**src/rtl/control_sequencer_pkg.sv**
```systemverilog
// Shared CPU constants: word/opcode widths, load-target and ALU encodings,
// opcode map and the registered control-output bundle.
package control_sequencer_pkg;

  localparam int WORD_SIZE = 19;
  localparam int OPCODE_W  = 5;

  typedef enum logic [1:0] {
    LOAD_NONE = 2'd0,
    LOAD_IR   = 2'd1,
    LOAD_PC   = 2'd2,
    LOAD_ACC  = 2'd3
  } load_sel_t;

  typedef enum logic [2:0] {
    ALU_PASS = 3'd0,
    ALU_ADD  = 3'd1,
    ALU_SUB  = 3'd2,
    ALU_AND  = 3'd3,
    ALU_OR   = 3'd4
  } alu_op_t;

  typedef enum logic [OPCODE_W-1:0] {
    OP_NOP   = 5'h00,
    OP_LOAD  = 5'h01,
    OP_STORE = 5'h02,
    OP_ADD   = 5'h03,
    OP_SUB   = 5'h04,
    OP_AND   = 5'h05,
    OP_OR    = 5'h06,
    OP_JMP   = 5'h07,
    OP_JZ    = 5'h08,
    OP_HALT  = 5'h1F
  } opcode_t;

  typedef struct packed {
    logic      load_reg;
    load_sel_t load_sel;
    logic      addr_sel;
    logic      mem_rd;
    logic      mem_wr;
    logic      pc_inc;
    alu_op_t   alu_op;
    logic      halted;
    logic      trap;
  } ctrl_out_t;

  // ALU operation for an accumulator writeback; anything non-arithmetic passes.
  function automatic alu_op_t alu_of(input logic [OPCODE_W-1:0] op);
    alu_op_t r;
    case (op)
      OP_ADD:  r = ALU_ADD;
      OP_SUB:  r = ALU_SUB;
      OP_AND:  r = ALU_AND;
      OP_OR:   r = ALU_OR;
      default: r = ALU_PASS;
    endcase
    return r;
  endfunction

endpackage

```
**src/rtl/control_sequencer_op_classifier.sv**
```systemverilog
// Combinational opcode classifier: memory operand, store, ALU, jump, illegal.
module op_classifier
  import control_sequencer_pkg::*;
#(
  parameter int OPCODE_W = control_sequencer_pkg::OPCODE_W
) (
  input  logic [OPCODE_W-1:0] opcode,
  output logic                is_mem,
  output logic                is_store,
  output logic                is_alu,
  output logic                is_jump,
  output logic                is_illegal
);

  always_comb begin
    is_mem     = 1'b0;
    is_store   = 1'b0;
    is_alu     = 1'b0;
    is_jump    = 1'b0;
    is_illegal = 1'b0;
    case (opcode)
      OPCODE_W'(OP_NOP), OPCODE_W'(OP_HALT): ;
      OPCODE_W'(OP_LOAD): is_mem = 1'b1;
      OPCODE_W'(OP_STORE): begin
        is_mem   = 1'b1;
        is_store = 1'b1;
      end
      OPCODE_W'(OP_ADD), OPCODE_W'(OP_SUB), OPCODE_W'(OP_AND), OPCODE_W'(OP_OR): begin
        is_mem = 1'b1;
        is_alu = 1'b1;
      end
      OPCODE_W'(OP_JMP), OPCODE_W'(OP_JZ): is_jump = 1'b1;
      default: is_illegal = 1'b1;
    endcase
  end

endmodule

```
**src/rtl/control_sequencer.sv**
```systemverilog
// CPU control sequencer: fetch / decode / memory / writeback FSM with
// registered outputs. Define ILLEGAL_OP_TRAP_EN to trap on unlisted opcodes.
module control_sequencer
  import control_sequencer_pkg::*;
#(
  parameter int WORD_SIZE = control_sequencer_pkg::WORD_SIZE,
  parameter int OPCODE_W  = control_sequencer_pkg::OPCODE_W
) (
  input  logic                CLK,
  input  logic                RST,
  input  logic [OPCODE_W-1:0] OPCODE,
  input  logic                ZERO,
  input  logic                MEM_READY,
  output logic                LOAD_REG,
  output load_sel_t           LOAD_SELECT,
  output logic                ADDR_SEL,
  output logic                MEM_RD,
  output logic                MEM_WR,
  output logic                PC_INC,
  output alu_op_t             ALU_OP,
  output logic                HALTED
`ifdef ILLEGAL_OP_TRAP_EN
  ,
  output logic                TRAP
`endif
);

`ifdef ILLEGAL_OP_TRAP_EN
  localparam bit TRAP_EN = 1'b1;
`else
  localparam bit TRAP_EN = 1'b0;
`endif

  typedef enum logic [2:0] {
    S_FETCH, S_IR_LOAD, S_DECODE_WAIT, S_DECODE,
    S_EXEC_MEM, S_WRITEBACK, S_HALT, S_TRAP
  } state_t;

  state_t              state_q, state_d;
  logic [OPCODE_W-1:0] op_q, cls_op;
  logic                is_mem, is_store, is_alu, is_jump, is_illegal;
  logic                is_halt, jump_taken;
  ctrl_out_t           out_q, out_d;

  // OPCODE is only trusted in DECODE; later states use the copy latched there.
  assign cls_op = (state_q == S_DECODE) ? OPCODE : op_q;

  op_classifier #(.OPCODE_W(OPCODE_W)) u_cls (
    .opcode     (cls_op),
    .is_mem     (is_mem),
    .is_store   (is_store),
    .is_alu     (is_alu),
    .is_jump    (is_jump),
    .is_illegal (is_illegal)
  );

  assign is_halt    = (cls_op == OPCODE_W'(OP_HALT));
  assign jump_taken = is_jump && ((cls_op == OPCODE_W'(OP_JMP)) || ZERO);

  always_ff @(posedge CLK) begin
    if (RST) begin
      state_q <= S_FETCH;
      op_q    <= '0;
      out_q   <= '0;
    end else begin
      state_q <= state_d;
      out_q   <= out_d;
      if (state_q == S_DECODE) op_q <= OPCODE;
    end
  end

  // A FETCH cycle with MEM_RD low (first cycle out of reset, or the PC-load
  // pulse after a taken jump) has no request outstanding, so MEM_READY is ignored.
  always_comb begin
    state_d = state_q;
    case (state_q)
      S_FETCH:       if (out_q.mem_rd && MEM_READY) state_d = S_IR_LOAD;
      S_IR_LOAD:     state_d = S_DECODE_WAIT;
      S_DECODE_WAIT: state_d = S_DECODE;
      S_DECODE: begin
        if (is_halt)                      state_d = S_HALT;
        else if (is_mem)                  state_d = S_EXEC_MEM;
        else if (is_illegal && TRAP_EN)   state_d = S_TRAP;
        else                              state_d = S_FETCH;
      end
      S_EXEC_MEM:    if (MEM_READY) state_d = is_store ? S_FETCH : S_WRITEBACK;
      S_WRITEBACK:   state_d = S_FETCH;
      default:       state_d = state_q;
    endcase
  end

  // Outputs are computed for the state being entered and registered, so
  // they line up with state_q without any combinational path from inputs.
  always_comb begin
    out_d          = '0;
    out_d.load_sel = LOAD_NONE;
    out_d.alu_op   = ALU_PASS;
    case (state_d)
      S_FETCH: begin
        if (state_q == S_DECODE && jump_taken) begin
          out_d.load_reg = 1'b1;
          out_d.load_sel = LOAD_PC;
        end else begin
          out_d.mem_rd = 1'b1;
        end
      end
      S_IR_LOAD: begin
        out_d.load_reg = 1'b1;
        out_d.load_sel = LOAD_IR;
        out_d.pc_inc   = 1'b1;
      end
      S_EXEC_MEM: begin
        out_d.addr_sel = 1'b1;
        out_d.mem_wr   = is_store;
        out_d.mem_rd   = !is_store;
      end
      S_WRITEBACK: begin
        out_d.load_reg = 1'b1;
        out_d.load_sel = LOAD_ACC;
        out_d.alu_op   = is_alu ? alu_of(cls_op) : ALU_PASS;
      end
      S_HALT: out_d.halted = 1'b1;
      S_TRAP: begin
        out_d.halted = 1'b1;
        out_d.trap   = 1'b1;
      end
      default: ;
    endcase
  end

  assign LOAD_REG    = out_q.load_reg;
  assign LOAD_SELECT = out_q.load_sel;
  assign ADDR_SEL    = out_q.addr_sel;
  assign MEM_RD      = out_q.mem_rd;
  assign MEM_WR      = out_q.mem_wr;
  assign PC_INC      = out_q.pc_inc;
  assign ALU_OP      = out_q.alu_op;
  assign HALTED      = out_q.halted;
`ifdef ILLEGAL_OP_TRAP_EN
  assign TRAP        = out_q.trap;
`endif

endmodule

```
**config.mk**
```make
export PLATFORM = sky130hd
export DESIGN_NAME = control_sequencer
export DESIGN_NICKNAME = d
export VERILOG_FILES = /design/src/rtl/control_sequencer_pkg.sv /design/src/rtl/control_sequencer_op_classifier.sv /design/src/rtl/control_sequencer.sv
export SDC_FILE = /design/constraint.sdc
export NUM_CORES = 1
export LEC_CHECK = 0
export CORE_MARGIN = 8
export CORE_UTILIZATION = 50
export CTS_BUF_LIST = sky130_fd_sc_hd__clkbuf_16
export DETAILED_ROUTE_END_ITERATION = 10
export GPL_TIMING_DRIVEN = 0
export HOLD_SLACK_MARGIN = 0.12
export PLACE_DENSITY = 0.86
export SETUP_SLACK_MARGIN = 0.05
export SYNTH_ARGS = -nofsm -noshare
export SYNTH_HDL_FRONTEND = slang
export SYNTH_SLANG_ARGS = --single-unit
export TNS_END_PERCENT = 100
```
**constraint.sdc**
```tcl
create_clock -name CLK -period 2.3 [get_ports CLK]
set_clock_uncertainty 0.2 [all_clocks]
set_input_delay 0.345 -clock CLK [delete_from_list [all_inputs] [get_ports CLK]]
set_output_delay 0.345 -clock CLK [all_outputs]
set_load 0.02 [all_outputs]
```
==> results.toml, run 1 <==
[finish]
nNetsFinal = 150
drive_gt1_share_pct = 14.3
synthToLayoutAreaGrowth_pct = 24.6
final_cell_area_um2 = 1330
diodes = 0
fill_cells = 164

[global_routing]
grt_pass1_vias = 864
grt_pass1_wl_um = 4080
gr-usage-all-layers_pct = 12.7
grt_max_degree = 11
met2_usage_pct = 20.2
met1_usage_pct = 14.8
gr-usage-met3_pct = 4.12
grt_overflow_total = 0
antenna_found_initial = 0
top_usage_layer = "met2"

[place]
placed_area_um2 = 1250
io_buffers = 15
place_hpwl_um = 1720
finalWeightedCongestion = 0.844

[sta]
finalHoldViolCount = 0
slew_violations = 0
finalSetupTns_ns = 0
period_needed_ns = 2.07
relSlewSlack_pct = 63.4
fin_crit_sh_pct = 90.0
rsz0062_at_grt = "no"
max_freq_mhz = 483
setup_violations = 0
worst_slew_pin_slew_ns = 0.540

[power]
seqPwrFrac_pct = 42.1
peakVddDrop_v = 0.000360
power_leakage_nw = 0.497
p_switching_w = 0.000200
pwr_density_cell_nw_per_um2 = 630
p_sw_share_pct = 23.9
p_comb_share_pct = 15.9
cell_internal_pwr_w = 0.000637
clockPowerShare_pct = 41.9

[setup_path]
end_kind = "register"
worstPathArrival_ns = 2.04
crit_fanout = 7
crit_type = "in2reg"
start_kind = "primary input"
critPathRequiredTime_ns = 2.27

[clocking]
cts_sinks = 19
postCtsSetupRepairBufs = 0
worst_setup_hold_path_clk_slew_ns = 0.05
max-clock-path-buffers = 2
ctsResizeCount = 0
cts_made_buffers = 3
insertion_delay_ns = 0.25
holdBufCountCts = 0
cts_tree = "built"
clockRootBuffer = "clkbuf_16"
htreeDepth = 1

[synthesis]
synth_edf_count = 0
syn_area_per_cell_um2 = 8.81
synth.ff_latch_count = 19
syn_nets = 130
ys_seq_area_share_pct = 35.7
yosysWarnings = 0
ys.flop_type = "dfxtp_1"
netlist_area_um2 = 1070
synthCells = 121
synthArstFlopShare_pct = 0
synth.distinct_cells = 45

[die]
start_util_pct = 53.8
die-area_um2 = 3870
die_w_um = 62.2
row_count = 16
die_h_um = 62.2
ios = 20
core-area_um2 = 1980

[drt]
drt_iter0_drc = 37
viasPerCell = 5.78
route.detailed.wl_per_inst_um = 14.4
detail-route-antenna-nets = 0
num_vias = 965
routed_wl_um = 2400
firstDrtPassIters = 4
drc = 0

[status]
outcome = "complete, no violations"

[run]
max-cap-violations = 0

[hold_path]
hold_class = "in2reg"
[state kept, by name, summed over array words and instances (netlist names)]
register	flops
MEM_WR	1
ADDR_SEL	1
MEM_RD	1
HALTED	1
LOAD_SELECT	2
state_q	3
op_q	5
ALU_OP	3
LOAD_REG	1
PC_INC	1
[cell type report]
class	count	area [um^2]	area share [%]
clock inverter	1	3.75	0.282
buffer	9	98.8	7.44
inverter	2	7.51	0.565
sequential	19	380	28.6
tap	27	33.8	2.54
multi-input combinational	91	579	43.6
timing repair buffer	15	150	11.3
clock buffer	3	75.1	5.65
[cell usage after synthesis (2+ instances only)]
library cell / n / area, um^2
nand2_1: 12 / 45.0
xor2_1: 2 / 17.5
inv_1: 2 / 7.51
and2b_2: 2 / 17.5
nand3b_1: 2 / 15.0
a31oi_1: 3 / 18.8
a21oi_1: 7 / 35.0
dfxtp_1: 19 / 380
and3_2: 2 / 15.0
o21ai_0: 2 / 10.0
nand3_1: 9 / 45.0
and2_1: 4 / 25.0
nand4_1: 3 / 18.8
nand2b_1: 3 / 18.8
nor2_1: 8 / 30.0
and2b_1: 3 / 22.5
buf_6: 5 / 56.3
nor3_1: 6 / 30.0
[cell families (layout without fill, tap and decap cells)]
logic type / Yosys count / count (layout) / share of synthesized area (%)
flops: 19 / 19 / 35.7
compound gates: 24 / 24 / 15.4
mux: 1 / 1 / 0.939
simple gates: 64 / 64 / 36.4
xor+xnor: 2 / 2 / 1.64
buf+inv: 11 / 30 / 9.98
[layout by cell type (no fill, tap or decap), types with 2 or more instances in the layout]
| master | Yosys | routed |
|---|---|---|
| a21oi_1 | 7 | 7 |
| a31oi_1 | 3 | 3 |
| and2_1 | 4 | 4 |
| and2b_1 | 3 | 3 |
| and2b_2 | 2 | 2 |
| and3_2 | 2 | 2 |
| buf_6 | 5 | 5 |
| clkbuf_16 | 0 | 3 |
| clkdlybuf4s50_1 | 0 | 15 |
| dfxtp_1 | 19 | 19 |
| inv_1 | 2 | 3 |
| nand2_1 | 12 | 12 |
| nand2b_1 | 3 | 3 |
| nand3_1 | 9 | 9 |
| nand3b_1 | 2 | 2 |
| nand4_1 | 3 | 3 |
| nor2_1 | 8 | 8 |
| nor3_1 | 6 | 6 |
| o21ai_0 | 2 | 2 |
| xor2_1 | 2 | 2 |
[worst max-delay path, stage by stage]
cell             delay (ns)
clkdlybuf4s50_1        0.52
and3_1                 0.29
or4_1                  0.47
nand3_1                0.12
a21oi_2                0.10
nor3b_1                0.19
[final timing paths]
| kind | from | to | slack, ns | cells past startpoint |
|---|---|---|---|---|
| setup / recovery | OPCODE[0] | MEM_WR$_SDFF_PP0_ | 0.23 | 6 |
| hold / removal | OPCODE[4] | op_q[4]$_SDFF_PP0_ | 0.15 | 3 |
| setup reg to reg | state_q[2]$_SDFF_PP0_ | MEM_RD$_SDFF_PP0_ | 0.36 | 6 |
| hold reg to reg | op_q[4]$_SDFF_PP0_ | op_q[4]$_SDFF_PP0_ | 0.33 | 2 |
[per-stage QoR]
stage | total power, W | utilization [%] | std cells | hold WS, ns | worst slack [ns]
global placement | 0.000488 | 63.1 | 163 | 0.304 | 0.0240
finish | 0.000837 | 67.0 | 167 | 0.150 | 0.230
global route | 0.000877 | 67.0 | 167 | 0.157 | 0.137
detailed placement | 0.000492 | 63.1 | 163 | 0.321 | -0.000644
floorplan | 0.000448 | - | 121 | 0.281 | 0.557
CTS | 0.000842 | 67.0 | 167 | 0.152 | 0.242
[metal layers]
metal,vias to the layer above,share of wire [%]
li1,473,-
met3,7,7.8
met4,0,2.7
met5,-,0
met1,445,42
met2,40,47
[power by group through the flow]
| stage | Combinational, W | Clock [W] | Sequential [W] |
|---|---|---|---|
| floorplan | 0.0000783 | 0 | 0.000369 |
| global placement | 0.000129 | 0 | 0.000359 |
| detailed placement | 0.000133 | 0 | 0.000359 |
| CTS | 0.000133 | 0.000356 | 0.000353 |
| global route | 0.000146 | 0.000376 | 0.000355 |
| finish | 0.000134 | 0.000351 | 0.000353 |
No activity file was read; power rests on OpenSTA's default activity.
==> run 2, diff against run 1 <==
--- a/config.mk
+++ b/config.mk
@@ -5,6 +5,7 @@
 export SDC_FILE = /design/constraint.sdc
 export NUM_CORES = 1
 export LEC_CHECK = 0
+export ABC_CLOCK_PERIOD_IN_PS = 2300
 export CORE_MARGIN = 8
 export CORE_UTILIZATION = 50
 export CTS_BUF_LIST = sky130_fd_sc_hd__clkbuf_16
==> results of run 2 <==
Final layout, timing and power as in run 1 (identical DEF).
==> edit: new RTL, config.mk and constraints of run 1 <==
Reset style: asynchronous (`RST`), changed in one clocked block.
--- a/src/rtl/control_sequencer.sv
+++ b/src/rtl/control_sequencer.sv
@@ -59,3 +59,3 @@
 
-  always_ff @(posedge CLK) begin
+  always_ff @(posedge CLK or posedge RST) begin
     if (RST) begin
Function: differs if RST is asserted again (counterexample within 4 cycles, from zero or initial values and one cycle with RST high); with RST held inactive, the same outputs for 10 cycles.
==> edit against run 1 <==
  * Wire length decreased by 13%
  * Cell count decreased by 12%
  * Synthesized area is 5.0% lower
  * Design area fell by 1.8%
  * Setup slack better by 220 ps
  * Sequential cell count unchanged
  * First-iteration DRC count is 68% lower
  * Critical path type unchanged
  * Critical endpoint is now ADDR_SEL
Power is not compared: it rests on default switching activity, and its combinational part moved more than twofold at a synthesized area within 25%.
==> edit: results (changes against run 1) <==
Place
  – I/O Buffers: 18 (+3)
  – Hpwl dp: 1547 um (-10%)
  – Placer congestion estimate: 0.8516 (+0.88%)
  – Placed inst area: 0.001226 mm2 (-1.9%)

Hold path
  – Worst Hold Path EP: op_q[1]
  – Worst hold stages: 3 (unchanged)
  – Hold wc startpoint: OPCODE[1]
  – Worst hold path class: input port to flop

Yosys
  – Asr flop ratio synth: 100.0% (+100 points)
  – Mux cell area share after synthesis: 1.978% (+1.0 points)
  – Number of synthesized flops with an enable pin: 0 (unchanged)
  – Synth Area in XOR/XNOR: 2.596% (+0.95 points)
  – Synth area leaders: dfrtp_1 (47%), nand2_1 (4.8%), nor2_1 (3.7%)
  – Netlist cell types: 41 (-8.9%)
  – Complex-gate fraction of the synthesized area: 14.46% (-0.91 points)
  – Synth Area in Adders: 0% (unchanged)
  – Mapped Nets: 107 (-18%)
  – Synth warn: 0 (unchanged)
  – Top cell type's share of synthesized area: 46.97% (+11 points)
  – Register area share after synthesis: 46.97% (+11 points)
  – Commonest cells post-synth: dfrtp_1 (19), nand2_1 (13), nor2_1 (10), inv_1 (5)

Global route
  – Initial antenna violation count: 0 (unchanged)
  – Largest net degree at the start of global routing: 20 (+9)
  – First-pass GRT wire length: 3519 um (-14%)
  – Vias in the first global route: 770 (-11%)
  – Total Routing Usage GR: 13.08% (+0.33 points)

Clocking
  – Clk pin slew, worst setup/hold paths: 50 ps (about the same)
  – Setup Buffers After CTS: 0 (unchanged)
  – Worst-Skew Late Latency: 250 ps (about the same)

Worst setup path
  – Worst R2R End: state_q[0]
  – Reg2Reg Setup Slack: 640 ps (+280 ps)
  – Critical path peak fanout: 7 (unchanged)
  – Arrival time worst endpoint: 1780 ps (-260 ps)
  – Reg2reg start: op_q[2]
  – Worst reg-to-reg path cell count: 4 (-2)

Route
  – Vias: 786 (-19%)
  – DRT Pass-1 Iters: 4 (unchanged)
  – Drt wl/cell: 14.24 um (-1.0%)
  – DR iter-0 viols: 12 (-68%)

Finish
  – Antenna cells: 0 (unchanged)
  – Nets@finish: 130 (-13%)
  – Max reg flops: 5 (unchanged)
  – Largest Register: op_q
  – Share of cells above drive strength 1: 19.17% (+4.9 points)

Status
  – Status: finished, final reports clean

Timing
  – Final Hold Vio Count: 0 (unchanged)
  – Slew HR: 52.87% (-11 points)

Pwr
  – Leak pwr: 0.5971 nW
  – Peak VDD IR: 0.8005 mV
[edit: cell count changes in the layout (fill, tap and decap cells not counted), moves of 3 or more]
cell,delta
a21oi_1,-6
nand3_1,-6
and2b_1,-3
inv_1,+3
dfrtp_1,+19
dfxtp_1,-19
and2_1,-4
buf_6,-3
clkdlybuf4s50_1,+3
nor3_1,-6
[edit: where the power goes]
part / leakage, nW / switching (mW) / internal [mW]
Clock: 0.0423 / 0.118 / 0.231
Sequential: 0.246 / 0.0806 / 0.447
Combinational: 0.309 / 0.437 / 0.354
[edit: cell families (layout without fill, tap and decap cells)]
family | count (synthesis) | count (layout)
compound gates | 18 | 18
xor+xnor | 3 | 3
buf+inv | 11 | 33
flops | 19 | 19
mux | 2 | 2
simple gates | 45 | 45
[edit: critical path, stage by stage]
cell	delay, ps
clkdlybuf4s50_1	520
or3_1	420
and3_1	200
o21ai_2	200
nor2_1	80
[edit: cell type report]
cell class / count / area (um2)
Timing Repair Buffer: 18 / 180.2
Buffer: 5 / 42.54
Fill cell: 164 / 636.9
Clock buffer: 3 / 75.07
Inverter: 6 / 22.52
Tap cell: 27 / 33.78
Clock inverter: 1 / 3.754
Multi-Input combinational cell: 68 / 471.7
Sequential cell: 19 / 475.5
[edit: how the worst max path moves through the flow]
| stage | from | end | slack (ps) | cells after the start |
|---|---|---|---|---|
| floorplan | OPCODE[1] | MEM_WR | 790 | 5 |
| finish | OPCODE[2] | ADDR_SEL | 450 | 5 |
| global placement | OPCODE[2] | ADDR_SEL | 260 | 5 |
| global route | OPCODE[2] | ADDR_SEL | 350 | 5 |
| CTS | OPCODE[2] | ADDR_SEL | 470 | 5 |
| detailed placement | OPCODE[2] | ADDR_SEL | 220 | 5 |
[edit: per-stage QoR]
| step | hold slack (ps) | util [%] | cells | power, mW | setup slack (ps) |
|---|---|---|---|---|---|
| finish | 227.9 | 67.20 | 147 | 1.667 | 449.1 |
| global route | 248.6 | 67.20 | 147 | 1.782 | 351.9 |
| detailed placement | 288.9 | 63.14 | 143 | 1.316 | 224.9 |
| CTS | 226.9 | 67.20 | 147 | 1.674 | 467.0 |
| floorplan | 96.13 | - | 98 | 1.117 | 787.9 |
| global placement | 280.5 | 63.14 | 143 | 1.286 | 257.8 |
[edit: per-layer routing]
| layer | track usage (%) | vias to the layer above | routed length (um) |
|---|---|---|---|
| met5 | 0 | - | 0 |
| met4 | 8.638 | 0 | 62 |
| met3 | 2.754 | 8 | 117 |
| met2 | 20.51 | 28 | 993 |
| met1 | 15.70 | 369 | 919 |
| li1 | - | 381 | - |
